### src/rtl/ssd1306_init_sequencer.sv
// ssd1306_init_sequencer: walks an init ROM and emits command/data bytes
// and timed delays to a display transmitter.
module ssd1306_init_sequencer #(
  parameter int SIZE           = 32,
  parameter int DATA_WIDTH     = 10,
  parameter int TICKS_PER_UNIT = 1000
) (
  input  logic                    clk,
  input  logic                    rst_n,
  input  logic                    start,
  output logic [$clog2(SIZE)-1:0] rom_address,
  input  logic [DATA_WIDTH-1:0]   rom_data,
  input  logic                    rom_overflow,
  output logic                    tx_valid,
  input  logic                    tx_ready,
  output logic [7:0]              tx_data,
  output logic                    tx_dc,
  output logic                    busy,
  output logic                    done
);
  localparam int AW = $clog2(SIZE);
  localparam int CW = $clog2(255*TICKS_PER_UNIT+1);

  typedef enum logic [2:0] {IDLE, FETCH, SEND, DELAY, DONE} state_t;

  state_t          state, state_n, adv_state;
  logic [AW-1:0]   addr_n, adv_addr;
  logic [CW-1:0]   cnt, cnt_n;
  logic [7:0]      data_n, pl;
  logic            dc_n, last;
  logic [1:0]      op;

  assign op = rom_data[9:8];
  assign pl = rom_data[7:0];
  // The last ROM word finishes the run rather than wrapping back to address 0.
  assign last      = rom_address == AW'(SIZE-1);
  assign adv_state = last ? DONE : FETCH;
  assign adv_addr  = last ? rom_address : rom_address + AW'(1);

  always_comb begin
    state_n = state;
    addr_n  = rom_address;
    cnt_n   = cnt;
    data_n  = tx_data;
    dc_n    = tx_dc;
    case (state)
      IDLE, DONE: if (start) begin
        state_n = FETCH;
        addr_n  = '0;
      end
      FETCH: if (rom_overflow || op == 2'b11) state_n = DONE;
      else if (!op[1]) begin
        data_n  = pl;
        dc_n    = op[0];
        state_n = SEND;
      end else if (pl == 8'd0) begin
        state_n = adv_state;
        addr_n  = adv_addr;
      end else begin
        cnt_n   = CW'(pl) * CW'(TICKS_PER_UNIT);
        state_n = DELAY;
      end
      SEND: if (tx_ready) begin
        state_n = adv_state;
        addr_n  = adv_addr;
      end
      DELAY: begin
        cnt_n = cnt == '0 ? '0 : cnt - CW'(1);
        if (cnt == CW'(1)) begin
          state_n = adv_state;
          addr_n  = adv_addr;
        end
      end
      default: state_n = IDLE;
    endcase
  end

  always_ff @(posedge clk or negedge rst_n) begin
    if (!rst_n) begin
      state       <= IDLE;
      rom_address <= '0;
      cnt         <= '0;
      tx_data     <= 8'h00;
      tx_dc       <= 1'b0;
    end else begin
      state       <= state_n;
      rom_address <= addr_n;
      cnt         <= cnt_n;
      tx_data     <= data_n;
      tx_dc       <= dc_n;
    end
  end

  assign tx_valid = state == SEND;
  assign busy     = state inside {FETCH, SEND, DELAY};
  assign done     = state == DONE;
endmodule
### config.mk
export PLATFORM = sky130hd
export DESIGN_NAME = ssd1306_init_sequencer
export DESIGN_NICKNAME = d
export VERILOG_FILES = /design/src/rtl/ssd1306_init_sequencer.sv
export SDC_FILE = /design/constraint.sdc
export NUM_CORES = 1
export LEC_CHECK = 0
export ABC_CLOCK_PERIOD_IN_PS = 4400
export CORE_ASPECT_RATIO = 0.8
export CORE_MARGIN = 10
export CORE_UTILIZATION = 50
export DETAILED_ROUTE_END_ITERATION = 12
export PLACE_DENSITY = 0.81
export SLEW_MARGIN = 40
export SYNTH_ARGS = -nofsm -noshare
export SYNTH_HDL_FRONTEND = slang
export SYNTH_SLANG_ARGS = --single-unit
export TNS_END_PERCENT = 5
### constraint.sdc
create_clock -name clk -period 4.4 [get_ports clk]
set_input_delay 0.88 -clock clk [delete_from_list [all_inputs] [get_ports clk]]
set_output_delay 0.88 -clock clk [all_outputs]
set_load 0.01 [all_outputs]
[Word level (Yosys, flattened, before mapping)]
Cells that the tools add are included.
Word-level totals
  register bits after elaboration: 35
  output and inout port bits: 17
  input port bits: 15
Cells by class
  multiplexer cells: 21
  bitwise logic cells: 2
  reductions and logical operators: 12
  equal/unequal tests: 14
  multiply operators: 1
  $add $sub $neg: 2
Operator list (number)
  18-bit two-way mux: 4
  18-bit case mux with 2 select lines: 1
  5-bit two-way mux: 7
  3-bit two-way mux: 7
  5-bit case mux with 4 select lines: 1
  18-bit by 1-bit equality test with 1-bit output (second input constant): 1
  18-bit zero test: 1
  18-bit by 1-bit subtractor with 18-bit output (second input constant): 1
  8-bit by 7-bit multiplier with 15-bit output (second input constant): 1
  2-bit != test (second input constant): 6
  3-bit case mux with 4 select lines: 1
  8-bit zero test: 1
  7-bit AND reduction: 1
  3-bit by 2-bit equality test with 1-bit output (second input constant): 2
  3-bit AND reduction: 2
  5-bit by 1-bit adder with 5-bit output (second input constant): 1
  5-bit equality test (second input constant): 1
  4-bit AND reduction: 1
  4-bit nonzero test: 1
  3-bit by 1-bit equality test with 1-bit output (second input constant): 1
  3-bit equality test (second input constant): 1
  3-bit zero test: 1
  3-bit nonzero test: 1
  2-bit equality test (second input constant): 1
  5 further kinds: 6

[Longest topological paths before layout]
Gate-level depths: netlist of the first run.
  depth in word-level cells: 6
  mapped depth: 14
  depth with buffers taken out: 14

[Least setup slack after synthesis of the first run]
Ideal clock, no wire load.
  kind: input port to flip-flop
  from: in rom_data[1]
  to: reg cnt[17]
  cell stages on the path: 12
  required time: 4.265 ns
  arrival time: 4.073 ns
  buffers on the path: 0
  path slack: 0.192 ns
  setup time: 0.135 ns
  cell sequence: fa_1 -> inv_1 -> fa_1 -> fa_1 -> fa_1 -> inv_1 -> ha_1 -> or3_1 -> o211ai_1 -> a31oi_1 -> xnor2_1 -> o211ai_1
Between the ends
  cells in the longest elaborated chain, start to end: 5
  elaborated cells on any way between the ends: 8
  those cells by class: mul (1); eq/ne (1); mux (4); reduce/logical (2)
Ends and longest elaborated chain
  from (decl): line 12  | input logic [DATA_WIDTH-1:0] rom_data,
  8-bit by 7-bit multiplier with 15-bit output: line 60  | cnt_n = CW'(pl) * CW'(TICKS_PER_UNIT);
  18-bit two-way mux: line 56  | end else if (pl == 8'd0) begin
  18-bit two-way mux: line 52  | else if (!op[1]) begin
  18-bit two-way mux: line 51  | FETCH: if (rom_overflow || op == 2'b11) state_n = DONE;
  18-bit case mux with 2 select lines: line 46  | case (state)
  to (signal assigned): line 88  | cnt <= cnt_n;
  to (decl): line 28  | logic [CW-1:0] cnt, cnt_n;
Parallel ways exist; a longest one is shown, timed or not. The select of a mux whose other input is x is not followed.
A chain may end at the register's enable or synchronous reset.

[Worst setup path after layout of the first run]
  from: in rom_data[1]
  to: reg cnt[15]
Same word-level chain as after synthesis.

==> results by group, run 1 <==
Outcome
  • Outcome: completed

Floorplanning
  • Num rows: 26
  • Core Area: 6510 sq um
  • Total Die Area: between 10000 and 15000 sq um
  • IO Pins: 32
  • Starting density of the core: between 50% and 60%
  • Die Span Y: 93.8 um
  • Die Width: approximately 110 um

STA
  • Slack of the critical path: ~0.19 ns
  • Tightest Pin Transition: 0.666 ns
  • Sum Neg Setup Slack: 0 ns
  • Max frequency: 237 MHz
  • Final setup vio count: 0
  • Relative slew slack: a little under three fifths
  • Max Slew Vio Count: 0
  • Final hold violation count: 0
  • Clock skew: around 0.021 ns
  • Period utilization: 95.8%
  • Post-layout min period: ~4.2 ns

Clock tree
  • Max clock buf depth: 2
  • Worst-path clk slew: around 0.080 ns
  • CTS tree: yes
  • Clock Sinks: 35
  • CTS Hold Bufs: 0
  • TritonCTS Buffers: 5
  • Root buffer cell: clkbuf_8
  • Htree depth: 2
  • Clk_lat worst skew: about 0.30 ns
  • Setup Buffers After CTS: 0

Detailed routing
  • DR WL/cell: 16.1 um
  • Router iterations before antenna repair: 9
  • Drt drc: 0
  • Drt first-iter violations: 160
  • Total number of vias: about 3000
  • Wirelength, routed: ~8.4 mm
  • Via-to-Cell Ratio: between 5 and 6
  • Detail Route Antenna Nets: 0

Worst setup path
  • Critical path peak fanout: 4
  • Crit start category: input pin
  • CP required: between 4 and 5 ns
  • Crit-path cells: buf_2 > fa_1 > inv_1 > fa_1 > fa_1 > fa_1 > inv_1 > ha_1 > or3_1 > o211ai_1 > a21oi_1 > xnor2_1 > o221ai_1
  • Crit path kind: in -> reg
  • Critical path arrival: between 4 and 5 ns
  • Critical Path Max Stage Delay: between 0.5 and 0.6 ns
  • CP max stage cell: fa_1
  • Crit-path most repeated cell: fa_1
  • CP endpoint kind: flop

Logic synthesis
  • Ys flop type: dfrtp_1
  • FF+latch count, synth: 35
  • Post-synth EDFFs: 0
  • Synthesized area: roughly 3400 sq um
  • Most frequent cell after synthesis: ha_1
  • Cells after Synth: between 300 and 400
  • Share of synthesized flip-flops with an asynchronous set or reset: 100%
  • YS warnings: 0
  • Post-synth top area share: 25.7%
  • Avg Cell Area, Syn: 9.23 sq um
  • Mapped Nets: 452
  • Yosys cell types: 52
  • Top cells by count, synth: ha_1, inv_1, dfrtp_1, o21ai_0, nor2_1
  • Area leader, netlist: dfrtp_1
  • Largest cells by area after synthesis: dfrtp_1, ha_1, fa_1
  • Seq/Total Area, Yosys: about 26%

Global routing
  • Total Routing Usage GR: 15.7%
  • Largest net degree at the start of global routing: 36
  • Initial antenna violation count: 0
  • First-pass GRT wire length: roughly 14 mm
  • Vias in the first global route: between 2000 and 3000
  • GR Overflow Total: 0

Placement
  • Placer Congestion: ~0.9
  • Pre-CTS setup slack: -0.601 ns
  • Buffers added on ports: 31
  • Placement Cell Area: ~4100 sq um
  • Post-DP HPWL: between 6 and 7 mm
  • Dpl cells: 512

Run
  • Max-cap violations: 0

Layout
  • Final nets: about 520
  • FF/Latch Area: a little under 900 sq um
  • Final Instance Area: around 4200 sq um
  • Area occupied by multi-input gates: approximately 2400 sq um
  • Share of layout cells above drive strength 1: 17.7%
  • Non-filler cells, final: 520
  • Filler cell count: 521
  • ANT cells: 0
  • P&R area growth vs syn: 22.7%

Power
  • Pwr/cell area: about 590 nW/um^2
  • Leak: between 1.5 and 2 nW
  • Largest vdd supply drop: around 0.00028 V

Min path
  • Hold Path Class: reg -> reg
metal layers:
metal | up-vias | global-route usage (%) | wire (um)
li1 | 1442 | - | -
met1 | 1426 | 20.4 | 3700
met2 | 114 | 26.2 | 4020
met3 | 12 | 3.13 | 550
met4 | 0 | 4.11 | 117
met5 | - | 0 | 0
worst max-delay path: cells and delay by family:
| family | cells | cell delay, ns |
|---|---|---|
| adder cells (fa/ha/maj) | 5 | 2.23 |
| AO/OA/AOI/OAI | 3 | 0.50 |
| AND/OR/NAND/NOR | 1 | 0.36 |
| buffers and inverters | 3 | 0.24 |
| XOR/XNOR | 1 | 0.16 |
kinds of logic (layout without fill, tap and decap cells):
group                      count (synthesis)  count (layout)  synth area share (%)
buffers and inverters                     49             116                  5.43
xor gates and xnor gates                  10              10                  2.57
muxes                                     12              12                  3.89
DFF                                       35              35                  25.7
adders and majority gates                 68              68                  29.6
AOI/OAI and AO/OA                         91              91                  16.8
and+or+nand+nor                          104             104                  16.0
per-stage QoR:
| step | hold slack, ns | total power (W) | utilization, % |
|---|---|---|---|
| after detailed placement | 0.495 | 0.00218 | 62.5 |
| final | 0.509 | 0.00248 | 64.3 |
| after global routing | 0.527 | 0.00271 | 64.3 |
| after CTS | 0.511 | 0.00245 | 64.0 |
| after floorplan | 0.464 | 0.00161 | - |
| after global placement | 0.490 | 0.00210 | 62.5 |
repair_timing:
item                       4_1_cts  5_1_grt
setup endpoints to repair        6        6
pin swaps                        3       12
resized for setup               11       14
area by class of cell:
type,count,share of cell area (%)
repair buffers,69,14.0
flip-flops and latches,35,20.9
inverters,39,3.50
clock buffers,6,1.74
multi-input cells,285,57.0
well taps,84,2.51
clock inverters,2,0.299
path summary, 6_finish.rpt:
path | slack (ns) | endpoint | start | cells after the start
min in group asynchronous | 0.52 | state[0]$_DFFE_PN0P_ | rst_n | 1
hold / removal | 0.51 | tx_data[1]$_DFFE_PN0P_ | tx_data[1]$_DFFE_PN0P_ | 1
setup reg to reg | 1.79 | cnt[16]$_DFFE_PN0P_ | cnt[8]$_DFFE_PN0P_ | 6
hold reg to reg | 0.51 | tx_data[1]$_DFFE_PN0P_ | tx_data[1]$_DFFE_PN0P_ | 1
setup / recovery | 0.19 | cnt[15]$_DFFE_PN0P_ | rom_data[1] | 13
max in group asynchronous | 3.54 | cnt[14]$_DFFE_PN0P_ | rst_n | 1
sequential cells by signal, summed over array words and instances (netlist names):
name / count
state: 3
cnt: 18
rom_address: 5
tx_dc: 1
tx_data: 8
power by group:
group / leakage (nW) / switching, W / internal (W)
combinational: 1.50 / 0.000877 / 0.000798
clock: 0.0412 / 0.000127 / 0.000111
sequential: 0.452 / 0.000124 / 0.000447
total: 2.00 / 0.00113 / 0.00136
placed cells by master, fill, tap and decap left out, drive strengths merged, types with 2 or more instances in the layout:
cell type / instances
fa: 21
nand4: 4
buf: 40
clkdlybuf4s50: 24
a22oi: 2
xor2: 3
o31ai: 4
mux2: 10
dfrtp: 35
o221ai: 2
nor3b: 2
nand3b: 2
or3: 8
nor2: 27
a211oi: 4
o22ai: 5
nor3: 15
a21o: 3
nor4: 3
o21a: 3
dlymetal6s2s: 2
o21ai: 33
mux2i: 2
xnor2: 7
a221o: 2
o211ai: 4
nand4b: 2
clkbuf: 8
inv: 39
and3: 3
nand2b: 2
nand3: 5
a31oi: 2
ha: 47
nand2: 25
a21oi: 21
(Power assumes the default switching activity.)
==> run 2: changes to the inputs <==
Settings changed: ABC_AREA set to 0, CORE_UTILIZATION 50 to 60, PLACE_DENSITY 0.81 to 0.93, RECOVER_POWER set to 100.
==> results by group, run 2 (same netlist as run 1, synthesis figures left out) <==
Worst setup path
  • Crit-path cells: buf_4 > fa_1 > inv_1 > fa_1 > fa_1 > fa_1 > inv_1 > ha_2 > o211ai_1 > nand2_1 > o211ai_1 > a31oi_1 > xnor2_1 > o211ai_1
  • Crit-path most repeated cell: fa_1
  • CP max stage cell: fa_1
  • Worst R2R End: cnt[16]$_DFFE_PN0P_
  • Worst R2R Start: cnt[8]$_DFFE_PN0P_
  • Crit path buffers/inverters: 3
  • Crit path kind: in -> reg
  • Flop-to-flop setup slack: approximately 1.6 ns
  • CP required: 4.57 ns
  • R2R depth: 6
  • CP endpoint kind: flop
  • Critical path arrival: 4.45 ns
  • Critical path peak fanout: 5
  • Crit start category: input pin
  • Top cell family by delay on the critical path: adder cells
  • Critical Path Max Stage Delay: approximately 0.55 ns

Power
  • Pwr/cell area: 627 nW/um^2
  • Leak: between 1.5 and 2 nW
  • Largest vdd supply drop: ~0.0004 V

Placement
  • Buffers added on ports: 31
  • Post-DP HPWL: ~7.2 mm
  • Placer Congestion: around 0.94
  • Placement Cell Area: 4020 sq um

Global routing
  • GR Overflow Total: 0
  • First-pass GRT wire length: 15.5 mm
  • Initial antenna violation count: 1
  • Total Routing Usage GR: between 20% and 30%
  • Vias in the first global route: around 3200
  • Largest net degree at the start of global routing: 36

STA
  • Period utilization: 97.4%
  • Max frequency: approximately 230 MHz
  • Final setup vio count: 0
  • Max Slew Vio Count: 36
  • Tightest Pin Transition: a little under 2 ns
  • Clock skew: between 0.002 and 0.0025 ns
  • Hold WS: roughly 0.51 ns
  • Final hold violation count: 0
  • Post-layout min period: about 4.3 ns
  • Relative slew slack: -30.5%

Layout
  • Filler cell count: roughly 330
  • Final nets: a little over 500
  • Most common cell after layout, fill and taps aside: ha_1
  • Share of layout cells above drive strength 1: between 10% and 20%
  • Commonest cells after routing, fill and taps aside: ha_1, inv_1, dfrtp_1
  • Max reg flops: 18
  • Register bank with the most flops: cnt
  • ANT cells: 0
  • Regs by FF count: cnt x18, tx_data x8, rom_address x5
  • Final Instance Area: 4180 sq um
  • P&R area growth vs syn: 22.5%

Detailed routing
  • Drt first-iter violations: between 300 and 400
  • Via-to-Cell Ratio: 6.18
  • Drt drc: 0
  • Total number of vias: ~3200
  • DR WL met3: between 700 and 800 um
  • Wirelength, routed: 9.75 mm
  • Detail Route Antenna Nets: 0
  • Router iterations before antenna repair: 5
  • Top layer in use: met5
  • Routed wl met2: between 4 and 5 mm
  • DR WL/cell: about 19 um
  • Met1 wire length: 3.87 mm

Floorplanning
  • IO Pins: 32
  • Die Span Y: around 90 um
  • Total Die Area: a little over 9000 sq um
  • Num rows: 24
  • Core Area: around 5500 sq um
  • Die Width: roughly 100 um
  • Starting density of the core: 62.3%

Clock tree
  • Clk_lat worst skew: about 0.3 ns
  • CTS tree: yes
  • Htree depth: 2
  • CTS Hold Bufs: 0
  • Worst-path clk slew: ~0.070 ns
  • Max clock buf depth: 2
  • TritonCTS Buffers: 5
  • Root buffer cell: clkbuf_8
  • Clock Sinks: 35

Run
  • Max-cap violations: 1

Outcome
  • Violated checks: max-capacitance violations, max-slew violations
  • Outcome: finished with violations

Min path
  • Hold path start: tx_data[3]$_DFFE_PN0P_
  • Worst Hold Endpoint: tx_data[3]$_DFFE_PN0P_
  • Min-Delay Path Depth: 1
  • Hold Path Class: reg -> reg
==> run 2: metrics by stage <==
step                      worst slack (ns)  cells  util [%]  TNS [ns]  power [W]
after global placement              -0.518    501      73.6     -3.14    0.00211
after global routing               -0.0187    510      76.4   -0.0187    0.00280
after detailed placement            -0.625    501      73.6     -4.26    0.00222
after CTS                         -0.00638    509      75.7  -0.00638    0.00255
after floorplan                      0.192    369         -         0    0.00161
final                                0.115    510      76.4         0    0.00262
==> run 2: power by group <==
group          switching [W]  total, W  internal (W)  leakage (nW)
Combinational       0.000951   0.00175      0.000801          1.49
Sequential          0.000131  0.000578      0.000448         0.452
Clock               0.000122  0.000288      0.000166        0.0513
==> run 2: cell type report <==
class	count	area [sq um]	area share [%]
multi-input combinational	285	2390	57.2
timing repair buffer	66	563	13.5
clock buffer	6	72.6	1.74
tap	78	97.6	2.34
inverter	39	146	3.51
sequential	35	876	21.0
clock inverter	1	30.0	0.719
==> run 2: routing by layer <==
layer	vias to the layer above	track usage, %
li1	1431	-
met1	1507	24.0
met2	169	36.0
met3	44	5.40
met4	2	10.2
met5	-	0
==> run 2: timing repair <==
item / 4_1_cts / 5_1_grt
setup buffers: 1 / 1
resized for setup: 17 / 18
setup endpoints to repair: 8 / 7
pin swaps: 10 / 20
cloned: 0 / 0
==> run 2: worst max-delay path by stage <==
stage,start,to,slack [ns],depth (start not counted)
floorplan,rom_data[1],cnt[17]$_DFFE_PN0P_,0.19,12
global placement,rom_data[1],cnt[15]$_DFFE_PN0P_,-0.52,13
detailed placement,rom_data[1],cnt[17]$_DFFE_PN0P_,-0.63,13
CTS,rom_data[0],cnt[17]$_DFFE_PN0P_,-0.006,17
global route,rom_data[5],cnt[15]$_DFFE_PN0P_,-0.02,14
finish,rom_data[3],cnt[17]$_DFFE_PN0P_,0.11,14
==> run 2: worst register-to-register path, cell delays in order, from the launching register on <==
cell	delay, ns
dfrtp_1	0.42
or3_1	0.47
or4b_1	0.64
or3_1	0.44
mux2i_1	0.14
a222oi_1	0.41
o211ai_1	0.15
